--- src/rtl/text_pkg.sv ---
// rtl/text_pkg.sv - shared state encoding, default geometry and pipe-depth helper for text_row_sched
package text_pkg;

  // Scheduler states: wait for start, issue text-buffer reads, wait for the pipe to empty
  typedef enum logic [1:0] {
    IDLE  = 2'd0,
    FETCH = 2'd1,
    DRAIN = 2'd2
  } state_t;

  // Default geometry
  localparam int COLS_DEF      = 80;
  localparam int ROWS_DEF      = 30;
  localparam int HEIGHT_DEF    = 16;
  localparam int WIDTH_DEF     = 8;
  localparam int UCPW_DEF      = 21;
  localparam int GLYPH_LAT_DEF = 4;

  // Derived widths for the default geometry
  localparam int COLW  = $clog2(COLS_DEF);
  localparam int ROWW  = $clog2(ROWS_DEF);
  localparam int LINEW = $clog2(HEIGHT_DEF);
  localparam int TBAW  = $clog2(COLS_DEF * ROWS_DEF);

  // One cycle of text-buffer read plus the glyph unit latency
  localparam int PIPE_D = 1 + GLYPH_LAT_DEF;

  function automatic int pipe_depth(input int glyph_lat);
    return 1 + glyph_lat;
  endfunction

endpackage

--- src/rtl/valid_delay.sv ---
// rtl/valid_delay.sv - fixed-depth shift register with asynchronous active-low clear
module valid_delay #(
  parameter int DEPTH = 5,
  parameter int W     = 1
) (
  input  logic         clk,
  input  logic         rst_n,
  input  logic [W-1:0] d,
  output logic [W-1:0] q
);

  logic [W-1:0] stages [DEPTH];

  // Shift one stage per cycle; reset empties every stage so in-flight entries vanish
  always_ff @(posedge clk or negedge rst_n) begin
    if (!rst_n) begin
      for (int i = 0; i < DEPTH; i++) stages[i] <= '0;
    end else begin
      stages[0] <= d;
      for (int i = 1; i < DEPTH; i++) stages[i] <= stages[i-1];
    end
  end

  assign q = stages[DEPTH-1];

endmodule

--- src/rtl/text_row_sched.sv ---
// rtl/text_row_sched.sv - walks one text row through the glyph pipe into the line buffer (optional cursor: TEXT_CURSOR_EN)
module text_row_sched
  import text_pkg::*;
#(
  parameter int COLS      = COLS_DEF,
  parameter int ROWS      = ROWS_DEF,
  parameter int HEIGHT    = HEIGHT_DEF,
  parameter int WIDTH     = WIDTH_DEF,
  parameter int UCPW      = UCPW_DEF,
  parameter int GLYPH_LAT = GLYPH_LAT_DEF
) (
  input  logic                          clk,
  input  logic                          rst_n,
  input  logic                          start,
  input  logic [$clog2(ROWS)-1:0]       row,
  input  logic [$clog2(HEIGHT)-1:0]     line_id,
  output logic                          busy,
  output logic                          done,
  output logic [$clog2(COLS*ROWS)-1:0]  tb_addr,
  input  logic [UCPW-1:0]               tb_data,
  output logic [UCPW-1:0]               glyph_ucp,
  output logic [$clog2(HEIGHT)-1:0]     glyph_line,
  input  logic [WIDTH-1:0]              glyph_pix,
`ifdef TEXT_CURSOR_EN
  input  logic                          cursor_on,
  input  logic [$clog2(COLS)-1:0]       cursor_col,
  input  logic [$clog2(ROWS)-1:0]       cursor_row,
`endif
  output logic                          lb_we,
  output logic [$clog2(COLS)-1:0]       lb_addr,
  output logic [WIDTH-1:0]              lb_data
);

  localparam int CW  = $clog2(COLS);
  localparam int AW  = $clog2(COLS * ROWS);
  localparam int PD  = pipe_depth(GLYPH_LAT);
  localparam int PW  = CW + 2;   // {valid, col, cursor hit}
  localparam logic [CW-1:0] LAST_COL = CW'(COLS - 1);

  state_t        state, next_state;
  logic [AW-1:0] base;
  logic [CW-1:0] col;
  logic          start_ok;
  logic          fetching;
  logic          hit;
  logic [PW-1:0] pipe_in, pipe_out;
  logic          out_valid;
  logic [CW-1:0] out_col;
  logic          out_hit;
  logic          last_wr;

  assign start_ok  = (state == IDLE) && start && (32'(row) < ROWS);
  assign fetching  = (state == FETCH);
  assign out_valid = pipe_out[PW-1];
  assign out_col   = pipe_out[CW:1];
  assign out_hit   = pipe_out[0];
  assign last_wr   = out_valid && (out_col == LAST_COL);

`ifdef TEXT_CURSOR_EN
  logic          cur_hit_en;
  logic [CW-1:0] cur_col;

  // Cursor decision is latched with the request so it stays fixed for the whole row
  always_ff @(posedge clk or negedge rst_n) begin
    if (!rst_n) begin
      cur_hit_en <= 1'b0;
      cur_col    <= '0;
    end else if (start_ok) begin
      cur_hit_en <= cursor_on && (cursor_row == row);
      cur_col    <= cursor_col;
    end
  end

  assign hit = fetching && cur_hit_en && (col == cur_col);
`else
  assign hit = 1'b0;
`endif

  // State register
  always_ff @(posedge clk or negedge rst_n) begin
    if (!rst_n) state <= IDLE;
    else        state <= next_state;
  end

  // Next state: leave FETCH after the last column, leave DRAIN on the last write
  always_comb begin
    next_state = state;
    case (state)
      IDLE:    if (start_ok) next_state = FETCH;
      FETCH:   if (col == LAST_COL) next_state = DRAIN;
      DRAIN:   if (last_wr) next_state = IDLE;
      default: next_state = IDLE;
    endcase
  end

  // Row base, column counter and line index; base is multiplied once per request
  always_ff @(posedge clk or negedge rst_n) begin
    if (!rst_n) begin
      base       <= '0;
      col        <= '0;
      glyph_line <= '0;
    end else if (start_ok) begin
      base       <= AW'(row) * AW'(COLS);
      col        <= '0;
      glyph_line <= line_id;
    end else if (fetching && (col != LAST_COL)) begin
      col <= col + 1'b1;
    end
  end

  // done marks the cycle after the final line-buffer write
  always_ff @(posedge clk or negedge rst_n) begin
    if (!rst_n) done <= 1'b0;
    else        done <= (state == DRAIN) && last_wr;
  end

  assign pipe_in = {fetching, col, hit};

  valid_delay #(
    .DEPTH (PD),
    .W     (PW)
  ) u_pipe (
    .clk   (clk),
    .rst_n (rst_n),
    .d     (pipe_in),
    .q     (pipe_out)
  );

  assign busy      = (state != IDLE);
  assign tb_addr   = base + AW'(col);
  assign glyph_ucp = tb_data;
  assign lb_we     = out_valid;
  assign lb_addr   = out_col;
  assign lb_data   = !out_valid ? '0 : (out_hit ? ~glyph_pix : glyph_pix);

endmodule

--- config.mk ---
export PLATFORM = sky130hd
export DESIGN_NAME = text_row_sched
export DESIGN_NICKNAME = d
export VERILOG_FILES = /design/src/rtl/text_pkg.sv /design/src/rtl/valid_delay.sv /design/src/rtl/text_row_sched.sv
export SDC_FILE = /design/constraint.sdc
export NUM_CORES = 1
export LEC_CHECK = 0
export BUFFER_PORTS_ARGS = -buffer_cell sky130_fd_sc_hd__buf_2
export CORE_ASPECT_RATIO = 1.25
export CORE_UTILIZATION = 35
export CTS_BUF_LIST = sky130_fd_sc_hd__clkbuf_2 sky130_fd_sc_hd__clkbuf_4 sky130_fd_sc_hd__clkbuf_8
export CTS_CLUSTER_SIZE = 14
export DETAILED_ROUTE_END_ITERATION = 8
export SETUP_SLACK_MARGIN = 0.2
export SYNTH_ARGS = -nofsm -noshare
export SYNTH_HDL_FRONTEND = slang
export SYNTH_SLANG_ARGS = --single-unit
--- constraint.sdc ---
create_clock -name clk -period 2.2 [get_ports clk]
set_input_delay 0.44 -clock clk [delete_from_list [all_inputs] [get_ports clk]]
set_output_delay 0.44 -clock clk [all_outputs]
set_load 0.02 [all_outputs]
==> key figures <==
Run status
  – Outcome: finished with violations
  – Failing checks: negative setup slack

Floorplan
  – # IOs: 96
  – Die width: 78.33 um
  – Die area: between 0.007 and 0.008 mm2
  – Row Count: 34
  – Die Y: 97.41 um
  – Initial Util: 36.31%
  – Core ar.: about 0.007 mm2

Timing
  – Pin slew with the least headroom to its limit: around 400 ps
  – Final worst slack: -130.8 ps
  – Final hold viol count: 0
  – Fin. max-slew vios: 0
  – Hold_ws: approximately 35 ps
  – FMAX: 0.4290 GHz
  – Setup Total Neg Slack: -275.4 ps
  – Skew final: 7.564 ps
  – # setup viols final: 3
  – Slew HR: 73.27%
  – Min Clock Period, post-route: around 2300 ps
  – Tcrit/Tclk final: 105.9%
  – Unrepaired setup endpoints after global routing: yes

CTS
  – Clk pin slew, worst setup/hold paths: 70 ps
  – Root buffer cell: clkbuf_8
  – Skew-Pair Late Insertion Delay: 320 ps
  – CTS tree: built
  – CTS Buf Count: 9
  – Hold_buf cts: 0
  – Max Buffers Root-to-Sink: 2
  – TritonCTS Sinks: 62
  – Htree depth: 3

Synthesis
  – Synth Cell Area: around 0.0025 mm2
  – Post-Syn Area per Cell: about 13 um2
  – Post-synth top area cell: dfrtp_1
  – #FFs+latches synth: 62
  – Synth area leaders: dfrtp_1, buf_4, ha_1
  – Synth warn: 0
  – Syn_nets: approximately 250
  – Sequential-to-total area share from yosys stat: 60.87%
  – Synth top area share: between 60% and 70%
  – Synthesized instance count: roughly 200
  – Distinct cell type count after synthesis: 36

Worst setup path
  – CP max stage cell: dfrtp_1
  – CP arrival: about 1900 ps
  – Max incr delay on CP: about 360 ps
  – Nature of the critical path startpoint: flip-flop
  – Worst Path Max Fanout: 2
  – Crit-path cells: ha_2 > inv_2 > fa_2 > nor2b_4 > o2111ai_2 > xnor2_2 > buf_4
  – CP endpoint kind: output pin
  – WP data required: between 1500 and 2000 ps
  – Crit path kind: flip-flop to output pin

Routing
  – Number of DRC markers in iteration 0: 20
  – Vias: ~1.5k
  – Post-Route WL: 4.103 mm
  – Final ANT Viol Nets: 0
  – DRC: 0
  – Drt pass-1 iters: 4
  – Vias/cell: between 4 and 5
  – Routed wire per std cell: 12.43 um

Cells and area
  – Final nets: about 290
  – Area Growth Syn to Fin: 19.83%
  – # diodes: 0
  – Layout cell share with drive strength beyond 1: between 40% and 50%
  – Final Core Density: between 40 and 50%
  – Seq. cell area: ~0.0016 mm2
  – Filler Cell Count: 660
  – Final instance area: roughly 0.0031 mm2
  – Multi-input logic area: roughly 800 um2
  – Final std cells w/o fill: 330

Place
  – Detailed Place HPWL: roughly 3 mm
  – Dpl cells: 311
  – Port buffer count: 53
  – DP Area: 0.002759 mm2
  – Final Wtd Congestion: 0.7441

Global routing
  – Initial antenna violation count: 0
  – Largest net degree at the start of global routing: 22
  – GRT Total Usage: 11.77%
  – Vias in the first global route: around 1.4k
  – First-pass GRT wire length: ~6.7 mm
  – Grt ovf: 0

Flow run
  – Max-Cap Viols: 0

Power and ir drop
  – P per Cell Area: ~730 mW/mm2
  – P_leak: roughly 0.0015 uW
  – Max VDD drop: 305.5 uV

Min path
  – Hold Path Class: input pin to async pin
layout by cell type, fill, tap and decap left out, types with 2 or more instances in the layout:
cell	count
mux2_2	9
or3_1	3
nor2_1	2
a21boi_1	2
nor3_2	2
nand4_1	2
and2_1	8
xnor2_2	3
clkbuf_8	11
nand2_1	11
inv_1	3
nand3_1	4
clkinv_2	4
buf_4	16
inv_2	2
dfrtp_1	62
xor2_1	3
o21ai_0	10
buf_2	46
xnor2_1	2
a21o_1	3
ha_1	8
cell usage after synthesis:
| master | count |
|---|---|
| o21ai_0 | 11 |
| nand3b_1 | 1 |
| and2_1 | 8 |
| o211ai_1 | 1 |
| nand4_4 | 1 |
| inv_1 | 5 |
| a31oi_1 | 1 |
| a21o_1 | 3 |
| nand3_1 | 4 |
| nor2b_1 | 1 |
| nor3_2 | 1 |
| nor3_1 | 1 |
| a21oi_1 | 2 |
| and4_1 | 1 |
| and3b_1 | 1 |
| o2111ai_1 | 1 |
| xnor2_1 | 5 |
| o31ai_1 | 1 |
| nand2b_1 | 1 |
| ha_1 | 10 |
| clkinv_2 | 1 |
| xor2_1 | 3 |
| mux2i_1 | 1 |
| a21boi_1 | 2 |
| dfrtp_1 | 62 |
| or3_1 | 3 |
| buf_4 | 32 |
| nor4bb_1 | 1 |
| mux2_2 | 9 |
| nor2_1 | 3 |
| buf_2 | 1 |
| clkbuf_1 | 1 |
| fa_1 | 2 |
| nor3b_1 | 1 |
| nand4_1 | 2 |
| nand2_1 | 11 |
sequential cells by signal, summed over array words and instances, names as in the netlist:
name / count
base: 8
col: 7
done: 1
glyph_line: 4
state: 2
u_pipe.q: 8
u_pipe.stages: 32
path summary, 6_finish.rpt:
check | startpoint | to | slack, ps | cells after the start
setup / recovery | col[4] | tb_addr[10] | -130 | 7
hold / removal | rst_n | u_pipe.stages[34] | 30 | 1
setup reg to reg | col[0] | col[6] | 630 | 5
hold reg to reg | u_pipe.stages[17] | u_pipe.q[8] | 350 | 0
max in group asynchronous | rst_n | col[5] | 1550 | 2
min in group clk | line_id[1] | glyph_line[1] | 340 | 2
final cells by class:
| cell class | instances | share of cell area, % |
|---|---|---|
| timing repair buffer | 63 | 11.84 |
| clock buffer | 12 | 5.203 |
| multi-input combinational | 93 | 26.22 |
| sequential | 62 | 50.80 |
| tap | 90 | 3.687 |
| inverter | 6 | 0.7784 |
| clock inverter | 4 | 1.475 |
stage by stage:
step	power (uW)	setup slack (ps)
floorplan	1257	147.3
global placement	1259	201.5
detailed placement	1261	158.6
CTS	2264	-154.9
global route	2331	-209.3
finish	2226	-130.8
what timing repair did:
item	4_1_cts	5_1_grt
pin swaps	6	4
gates resized for setup	14	5
setup buffers	1	2
endpoints found under the setup margin	7	7
worst max-delay path: cells and delay by family, from the launching register on:
kind,cells,cell delay (ps)
buf+inv,2,200
compound gates,1,130
simple gates,1,140
xor+xnor,1,180
fa+ha+maj,2,560
flops,1,360
layer usage:
layer / part of all wire, % / GRT usage [%] / wire length (um) / vias up
met5: 0 / 0 / 0 / -
met4: 0.61 / 5.698 / 25 / 0
met3: 6.3 / 4.413 / 260 / 6
met2: 49 / 18.69 / 2025 / 54
met1: 44 / 13.93 / 1791 / 715
li1: - / - / - / 706
where the power goes:
| part | total [uW] | switching (uW) | internal (uW) |
|---|---|---|---|
| logic | 95.8 | 56.5 | 39.3 |
| registers | 1140 | 0 | 1140 |
| clock network | 990 | 399 | 592 |
| total | 2230 | 455 | 1770 |
cells by family after synthesis:
kind of cell | share of synthesized area (%)
adder cells (fa/ha/maj) | 6.480
buffers and inverters | 10.70
AND/OR/NAND/NOR | 9.623
flip-flops | 60.87
AO/OA/AOI/OAI | 5.204
XOR/XNOR | 2.749
multiplexers | 4.369
Note: power is estimated with default switching activity, not from simulation.
